**src/rtl/regfile_write_bank_pkg.sv**
```systemverilog
// Shared sizing constants for the 16-entry write-back register bank.
package regfile_write_bank_pkg;
    localparam int unsigned REG_COUNT = 16;
    localparam int unsigned ADDR_W    = 4;
    localparam int unsigned DEF_WIDTH = 4;
    localparam logic [DEF_WIDTH-1:0] DEF_RESET_VAL = '0;
endpackage

```
**src/rtl/regfile_write_bank_if.sv**
```systemverilog
// Write-back request bus from execute plus the in-flight write exposed for bypass.
interface regfile_write_bank_if
    import regfile_write_bank_pkg::*;
#(
    parameter int unsigned WIDTH = DEF_WIDTH
) ();
    logic              we;
    logic [ADDR_W-1:0] waddr;
    logic [WIDTH-1:0]  wdata;
    logic              clr;
    logic              fwd_valid;
    logic [ADDR_W-1:0] fwd_addr;
    logic [WIDTH-1:0]  fwd_data;

    modport master (
        output we, waddr, wdata, clr,
        input  fwd_valid, fwd_addr, fwd_data
    );

    modport slave (
        input  we, waddr, wdata, clr,
        output fwd_valid, fwd_addr, fwd_data
    );
endinterface

```
**src/rtl/regfile_write_bank_dec4to16.sv**
```systemverilog
// One-hot decode of the pending write address into per-register write enables.
module regfile_write_bank_dec4to16
    import regfile_write_bank_pkg::*;
(
    input  logic                 en,
    input  logic [ADDR_W-1:0]    addr,
    output logic [REG_COUNT-1:0] onehot
);
    always_comb begin
        onehot = '0;
        if (en) begin
            onehot[addr] = 1'b1;
        end
    end
endmodule

```
**src/rtl/regfile_write_bank.sv**
```systemverilog
// Write side of the 16 x WIDTH register file: one-cycle pending stage, then commit.
module regfile_write_bank
    import regfile_write_bank_pkg::*;
#(
    parameter int unsigned      WIDTH     = DEF_WIDTH,
    parameter logic [WIDTH-1:0] RESET_VAL = WIDTH'(DEF_RESET_VAL)
) (
    input  logic               clk,
    input  logic               n_reset,
    regfile_write_bank_if.slave bus,
    output logic [WIDTH-1:0]   q0,
    output logic [WIDTH-1:0]   q1,
    output logic [WIDTH-1:0]   q2,
    output logic [WIDTH-1:0]   q3,
    output logic [WIDTH-1:0]   q4,
    output logic [WIDTH-1:0]   q5,
    output logic [WIDTH-1:0]   q6,
    output logic [WIDTH-1:0]   q7,
    output logic [WIDTH-1:0]   q8,
    output logic [WIDTH-1:0]   q9,
    output logic [WIDTH-1:0]   qa,
    output logic [WIDTH-1:0]   qb,
    output logic [WIDTH-1:0]   qc,
    output logic [WIDTH-1:0]   qd,
    output logic [WIDTH-1:0]   qe,
    output logic [WIDTH-1:0]   qf
);
    logic                 pend_v;
    logic [ADDR_W-1:0]    pend_a;
    logic [WIDTH-1:0]     pend_d;
    logic [REG_COUNT-1:0] wen;
    logic [WIDTH-1:0]     regs [REG_COUNT];

    // Address/data track the bus every cycle; only the valid bit is gated by clr.
    always_ff @(posedge clk or negedge n_reset) begin
        if (!n_reset) begin
            pend_v <= 1'b0;
            pend_a <= '0;
            pend_d <= '0;
        end else begin
            pend_v <= bus.we & ~bus.clr;
            pend_a <= bus.waddr;
            pend_d <= bus.wdata;
        end
    end

    regfile_write_bank_dec4to16 u_dec (
        .en     (pend_v),
        .addr   (pend_a),
        .onehot (wen)
    );

    // clr outranks the pending commit, so a write latched before clr is lost.
    always_ff @(posedge clk or negedge n_reset) begin
        if (!n_reset) begin
            for (int unsigned i = 0; i < REG_COUNT; i++) regs[i] <= RESET_VAL;
        end else if (bus.clr) begin
            for (int unsigned i = 0; i < REG_COUNT; i++) regs[i] <= RESET_VAL;
        end else begin
            for (int unsigned i = 0; i < REG_COUNT; i++) begin
                if (wen[i]) regs[i] <= pend_d;
            end
        end
    end

    assign bus.fwd_valid = pend_v;
    assign bus.fwd_addr  = pend_a;
    assign bus.fwd_data  = pend_d;

    assign q0 = regs[0];
    assign q1 = regs[1];
    assign q2 = regs[2];
    assign q3 = regs[3];
    assign q4 = regs[4];
    assign q5 = regs[5];
    assign q6 = regs[6];
    assign q7 = regs[7];
    assign q8 = regs[8];
    assign q9 = regs[9];
    assign qa = regs[10];
    assign qb = regs[11];
    assign qc = regs[12];
    assign qd = regs[13];
    assign qe = regs[14];
    assign qf = regs[15];
endmodule

```
**src/flat_wrapper.sv**
```systemverilog
// flat-port wrapper written by rule: the top's interface ports become plain ports
module regfile_write_bank_flat import regfile_write_bank_pkg::*;
#(
    parameter int unsigned      WIDTH     = DEF_WIDTH,
    parameter logic [WIDTH-1:0] RESET_VAL = WIDTH'(DEF_RESET_VAL)
)
  (clk, n_reset, q0, q1, q2, q3, q4, q5, q6, q7, q8, q9, qa, qb, qc, qd, qe, qf, bus_we, bus_waddr, bus_wdata, bus_clr, bus_fwd_valid, bus_fwd_addr, bus_fwd_data);
  regfile_write_bank_if #(.WIDTH(WIDTH)) bus_i ();
  input  logic clk;
  input  logic n_reset;
  output logic [WIDTH-1:0] q0;
  output logic [WIDTH-1:0] q1;
  output logic [WIDTH-1:0] q2;
  output logic [WIDTH-1:0] q3;
  output logic [WIDTH-1:0] q4;
  output logic [WIDTH-1:0] q5;
  output logic [WIDTH-1:0] q6;
  output logic [WIDTH-1:0] q7;
  output logic [WIDTH-1:0] q8;
  output logic [WIDTH-1:0] q9;
  output logic [WIDTH-1:0] qa;
  output logic [WIDTH-1:0] qb;
  output logic [WIDTH-1:0] qc;
  output logic [WIDTH-1:0] qd;
  output logic [WIDTH-1:0] qe;
  output logic [WIDTH-1:0] qf;
  input wire logic [$bits(bus_i.we)-1:0] bus_we;
  input wire logic [$bits(bus_i.waddr)-1:0] bus_waddr;
  input wire logic [$bits(bus_i.wdata)-1:0] bus_wdata;
  input wire logic [$bits(bus_i.clr)-1:0] bus_clr;
  output wire logic [$bits(bus_i.fwd_valid)-1:0] bus_fwd_valid;
  output wire logic [$bits(bus_i.fwd_addr)-1:0] bus_fwd_addr;
  output wire logic [$bits(bus_i.fwd_data)-1:0] bus_fwd_data;
  assign bus_i.we = bus_we;
  assign bus_i.waddr = bus_waddr;
  assign bus_i.wdata = bus_wdata;
  assign bus_i.clr = bus_clr;
  assign bus_fwd_valid = bus_i.fwd_valid;
  assign bus_fwd_addr = bus_i.fwd_addr;
  assign bus_fwd_data = bus_i.fwd_data;
  regfile_write_bank #(.WIDTH(WIDTH), .RESET_VAL(RESET_VAL)) u_core (.clk(clk), .n_reset(n_reset), .bus(bus_i), .q0(q0), .q1(q1), .q2(q2), .q3(q3), .q4(q4), .q5(q5), .q6(q6), .q7(q7), .q8(q8), .q9(q9), .qa(qa), .qb(qb), .qc(qc), .qd(qd), .qe(qe), .qf(qf));
endmodule
```
**config.mk**
```make
export PLATFORM = sky130hd
export DESIGN_NAME = regfile_write_bank_flat
export DESIGN_NICKNAME = d
export VERILOG_FILES = /design/src/rtl/regfile_write_bank_pkg.sv /design/src/rtl/regfile_write_bank_if.sv /design/src/rtl/regfile_write_bank_dec4to16.sv /design/src/rtl/regfile_write_bank.sv /design/src/flat_wrapper.sv
export SDC_FILE = /design/constraint.sdc
export NUM_CORES = 1
export LEC_CHECK = 0
export CORE_MARGIN = 5
export CORE_UTILIZATION = 45
export DETAILED_ROUTE_END_ITERATION = 10
export HOLD_SLACK_MARGIN = 0.05
export PLACE_DENSITY = 0.76
export SLEW_MARGIN = 0
export SYNTH_ARGS = -nofsm -noshare
export SYNTH_HDL_FRONTEND = slang
export SYNTH_SLANG_ARGS = --single-unit
```
**constraint.sdc**
```tcl
create_clock -name clk -period 2.9 [get_ports clk]
set_input_delay 0.725 -clock clk [delete_from_list [all_inputs] [get_ports clk]]
set_output_delay 0.725 -clock clk [all_outputs]
set_load 0.02 [all_outputs]
```
# Yosys cells after proc, flatten, opt, wreduce, memory -nomap -nowiden
# Cells that the tools add are included.
# Widths: inputs -> output; s select.
# word_totals
ff_bits	73
input_bits	12
# op_classes
n_bitwise	2
magnitude_cmp	2
mux	20
n_reduce_logical	17
# op_table
operator	count
$mux 4	16
$mux 64	1
$reduce_bool 2->1	16
$mux 16	1
$lt 4x5->1 const B	1
$demux 1 s4	1
$ge 4x1->1 const B	1
$and 1x1->1	1
$logic_and 1x1->1	1
$mux 1	1
$not 1->1	1

# Logic depth before layout (Yosys ltp)
# depth
word_depth	7
ltp_mapped	4
depth_no_buf	3

# Modules after synthesis
# Synthesis repeated with hierarchy kept, for this count alone.
# hier_totals
cells_unflattened	252
hier_area_um2	2992.9
# by_module_without_submodules
mod	area_per_inst_um2	cells_per_inst	instances
regfile_write_bank	2875.3	229	1
regfile_write_bank_dec4to16	117.6	23	1

# Least setup slack after synthesis
# OpenSTA, ideal clock, no wires.
# synth_timing
path_type	input port to flip-flop
from	in bus_clr
to	reg u_core.regs (netlist bit u_core.q7[1])
path_stages	4
setup_ps	130
arrival_time_ps	1268
slack_ps	1502
cell_sequence	nand2b_1 -> clkbuf_1 -> buf_2 -> mux2i_1
# synth_via
elab_chain_len	1
# synth_rtl
element	line_no	text
start, declared	flat_wrapper.sv:30	input wire logic [$bits(bus_i.clr)-1:0] bus_clr;
$mux 64 / $reduce_bool 2->1 (equally long branches)	--	
end signal, assigned by index	regfile_write_bank.sv:61	if (wen[i]) regs[i] <= pend_d;
end, declared	regfile_write_bank.sv:32	logic [WIDTH-1:0] regs [REG_COUNT];
# Several ways; a longest one is shown, not always the timed one.
# A chain may end at the register's enable or synchronous reset.

# Worst setup path after layout
# layout_timing
from	reg u_core.pend_a[1], in the netlist u_core.bus.fwd_addr[1]
to	out bus_fwd_addr[1]
# layout_rtl
element	line_no	text
start, declared	regfile_write_bank.sv:29	logic [ADDR_W-1:0] pend_a;
start signal, assigned	regfile_write_bank.sv:42	pend_a <= bus.waddr;
end, declared	flat_wrapper.sv:32	output wire logic [$bits(bus_i.fwd_addr)-1:0] bus_fwd_addr;
# No word-level cell between the ends.

==> reports/results.txt <==
Nets@finish: 342
Worst path bufs/invs: 1
Worst path required time: 2.17 ns
Pin count of the biggest net entering global routing: 52
Dpl cells: 399
Drt via density: 5.07
Placed inst area: 4020 µm²
Resized cells post-CTS: 0
Setup TNS: 0 ns
RSZ-0062 raised after global routing: no
Final count of negative-setup-slack endpoints: 0
Routed WL per cell: 17.5 µm
Worst Hold Class: in2async
Ant diodes: 0
Avg Inst Size Synth: 12.6 µm²
CP startpoint kind: flip-flop
Post-route cell area: 4230 µm²
Worst path slowest cell: clkdlybuf4s50_1
Initial antenna violation count: 0
Final GP Congestion: 0.716
Worst setup EP type: output port
First-pass GRT wire length: 12.2 mm
Worst-margin pin slew: 0.685 ns
Hold_ws: 0.363 ns
Finished Layout Cells: 414
Final number of max-transition violations: 0
Seq/Total Area, Yosys: 0.591
Tmin final: 2.23 ns
WP data arrival: 1.51 ns
Clk_skew: 0.00543 ns
Crit share post-route: 0.769
H-tree depth: 3
Initial Util: 0.458
Site Rows: 30
Status: finished clean
Syn_nets: 257
Synth Warn #: 0
Vias: 2,101
Fin. Hold Viols: 0
Initial detailed-routing violation count: 91
Gr usage total: 0.182
Die ar.: 8630 µm²
Layout cells sized above 1: 0.0719
HPWL after DPL: 5.02 mm
Pleak: 2.18 nW
CP Cell Sequence: clkdlybuf4s50_1
Final antenna-violating net count: 0
Yosys cell types: 15
Post-route DRC violation count: 0
Synth Register Bits: 73
Final core utilization: 0.626
Vert. Die Dim: 92.9 µm
Setup Fix Bufs, Post-CTS: 0
Commonest non-fill, non-tap cell in the layout: clkdlybuf4s50_1
Setup CP Type: reg2out
Die X: 92.9 µm
Max Fclk: 448 MHz
Commonest non-fill, non-tap cells in the layout: 83 x clkdlybuf4s50_1, 73 x dfrtp_1, 68 x nand2b_1
Area Growth Syn to Fin: 36.8%
Synth Instances: 245
CTS root buffer: clkbuf_8
Clock Latency Late Sink: 0.34 ns
Max Cap Viol: 0
Number of clock sinks: 73
Worst path max stage delay: 0.68 ns
Cell family contributing the most delay on the critical path: buffers and inverters
Vias in the first global route: 2,363
CTS tree: done
Slew headroom: 0.544
Number of I/O port buffers: 84
TritonCTS buffer count: 9
Clock slew at reported path FFs: 0.07 ns
First-pass DRT Iterations: 4
Worst Path Max Fanout: 8
Final wirelength: 7.26 mm
Clock Tree Buf Depth: 2
P per Cell Area: 481 nW/µm²
Core area: 6760 µm²
Total gr overflow: 0
Worst vdd ir: 0.249 mV
Cell area after synthesis: 3090 µm²
Hold_buf cts: 0
IO Pins: 85
## cells in the mapped netlist, drive strengths merged
cell type,number,area (µm²)
and2,1,6.26
and2b,2,17.5
and3,1,7.51
and3b,2,17.5
buf,5,25.0
clkbuf,10,37.5
dfrtp,73,1830
mux2i,64,641
nand2,12,45.0
nand2b,68,425
nand3,4,20.0
nor2,1,3.75
nor2b,1,6.26
nor3b,1,12.5
## area by class of cell
cell class	instances	area [µm²]
Fill cell	549	2530
Sequential cell	73	1830
Multi-Input combinational cell	157	1200
Timing Repair Buffer	89	886
Clock buffer	13	179
Tap cell	80	100
Clock inverter	2	35.0
## metrics by stage
| step | power, mW | worst slack (ns) |
|---|---|---|
| floorplan | 1.13 | 1.50 |
| global placement | 1.21 | 0.764 |
| detailed placement | 1.21 | 0.706 |
| CTS | 2.05 | 0.657 |
| global route | 2.11 | 0.605 |
| finish | 2.03 | 0.669 |
## path summary, 6_finish.rpt
kind	from	end	slack, ns	depth (start not counted)
min in group clk	u_core.q6[1]	u_core.q6[1]	0.54	2
setup / recovery	u_core.bus.fwd_addr[1]	bus_fwd_addr[1]	0.67	1
setup reg to reg	u_core.bus.fwd_addr[0]	u_core.q4[3]	1.54	3
hold reg to reg	u_core.q6[1]	u_core.q6[1]	0.54	2
max in group asynchronous	n_reset	u_core.q8[3]	1.88	2
hold / removal	n_reset	u_core.q3[1]	0.36	1
## report_power, final
part | leakage (nW) | switching (mW) | total [mW] | internal, mW
sequential | 0.999 | 0.0115 | 1.04 | 1.03
clock | 0.112 | 0.357 | 0.843 | 0.485
combinational | 1.07 | 0.0828 | 0.148 | 0.0653
## logic make-up after synthesis
family,synth area share
DFF,0.591
and+or+nand+nor,0.182
muxes,0.207
buffers and inverters,0.0202
## routing by layer
metal / track usage / wire length, µm / share of wire
met1: 0.240 / 3260 / 0.45
met2: 0.272 / 3270 / 0.45
met3: 0.0731 / 622 / 0.086
met4: 0.0635 / 106 / 0.015
met5: 0 / 0 / 0
(Power assumes the default switching activity.)
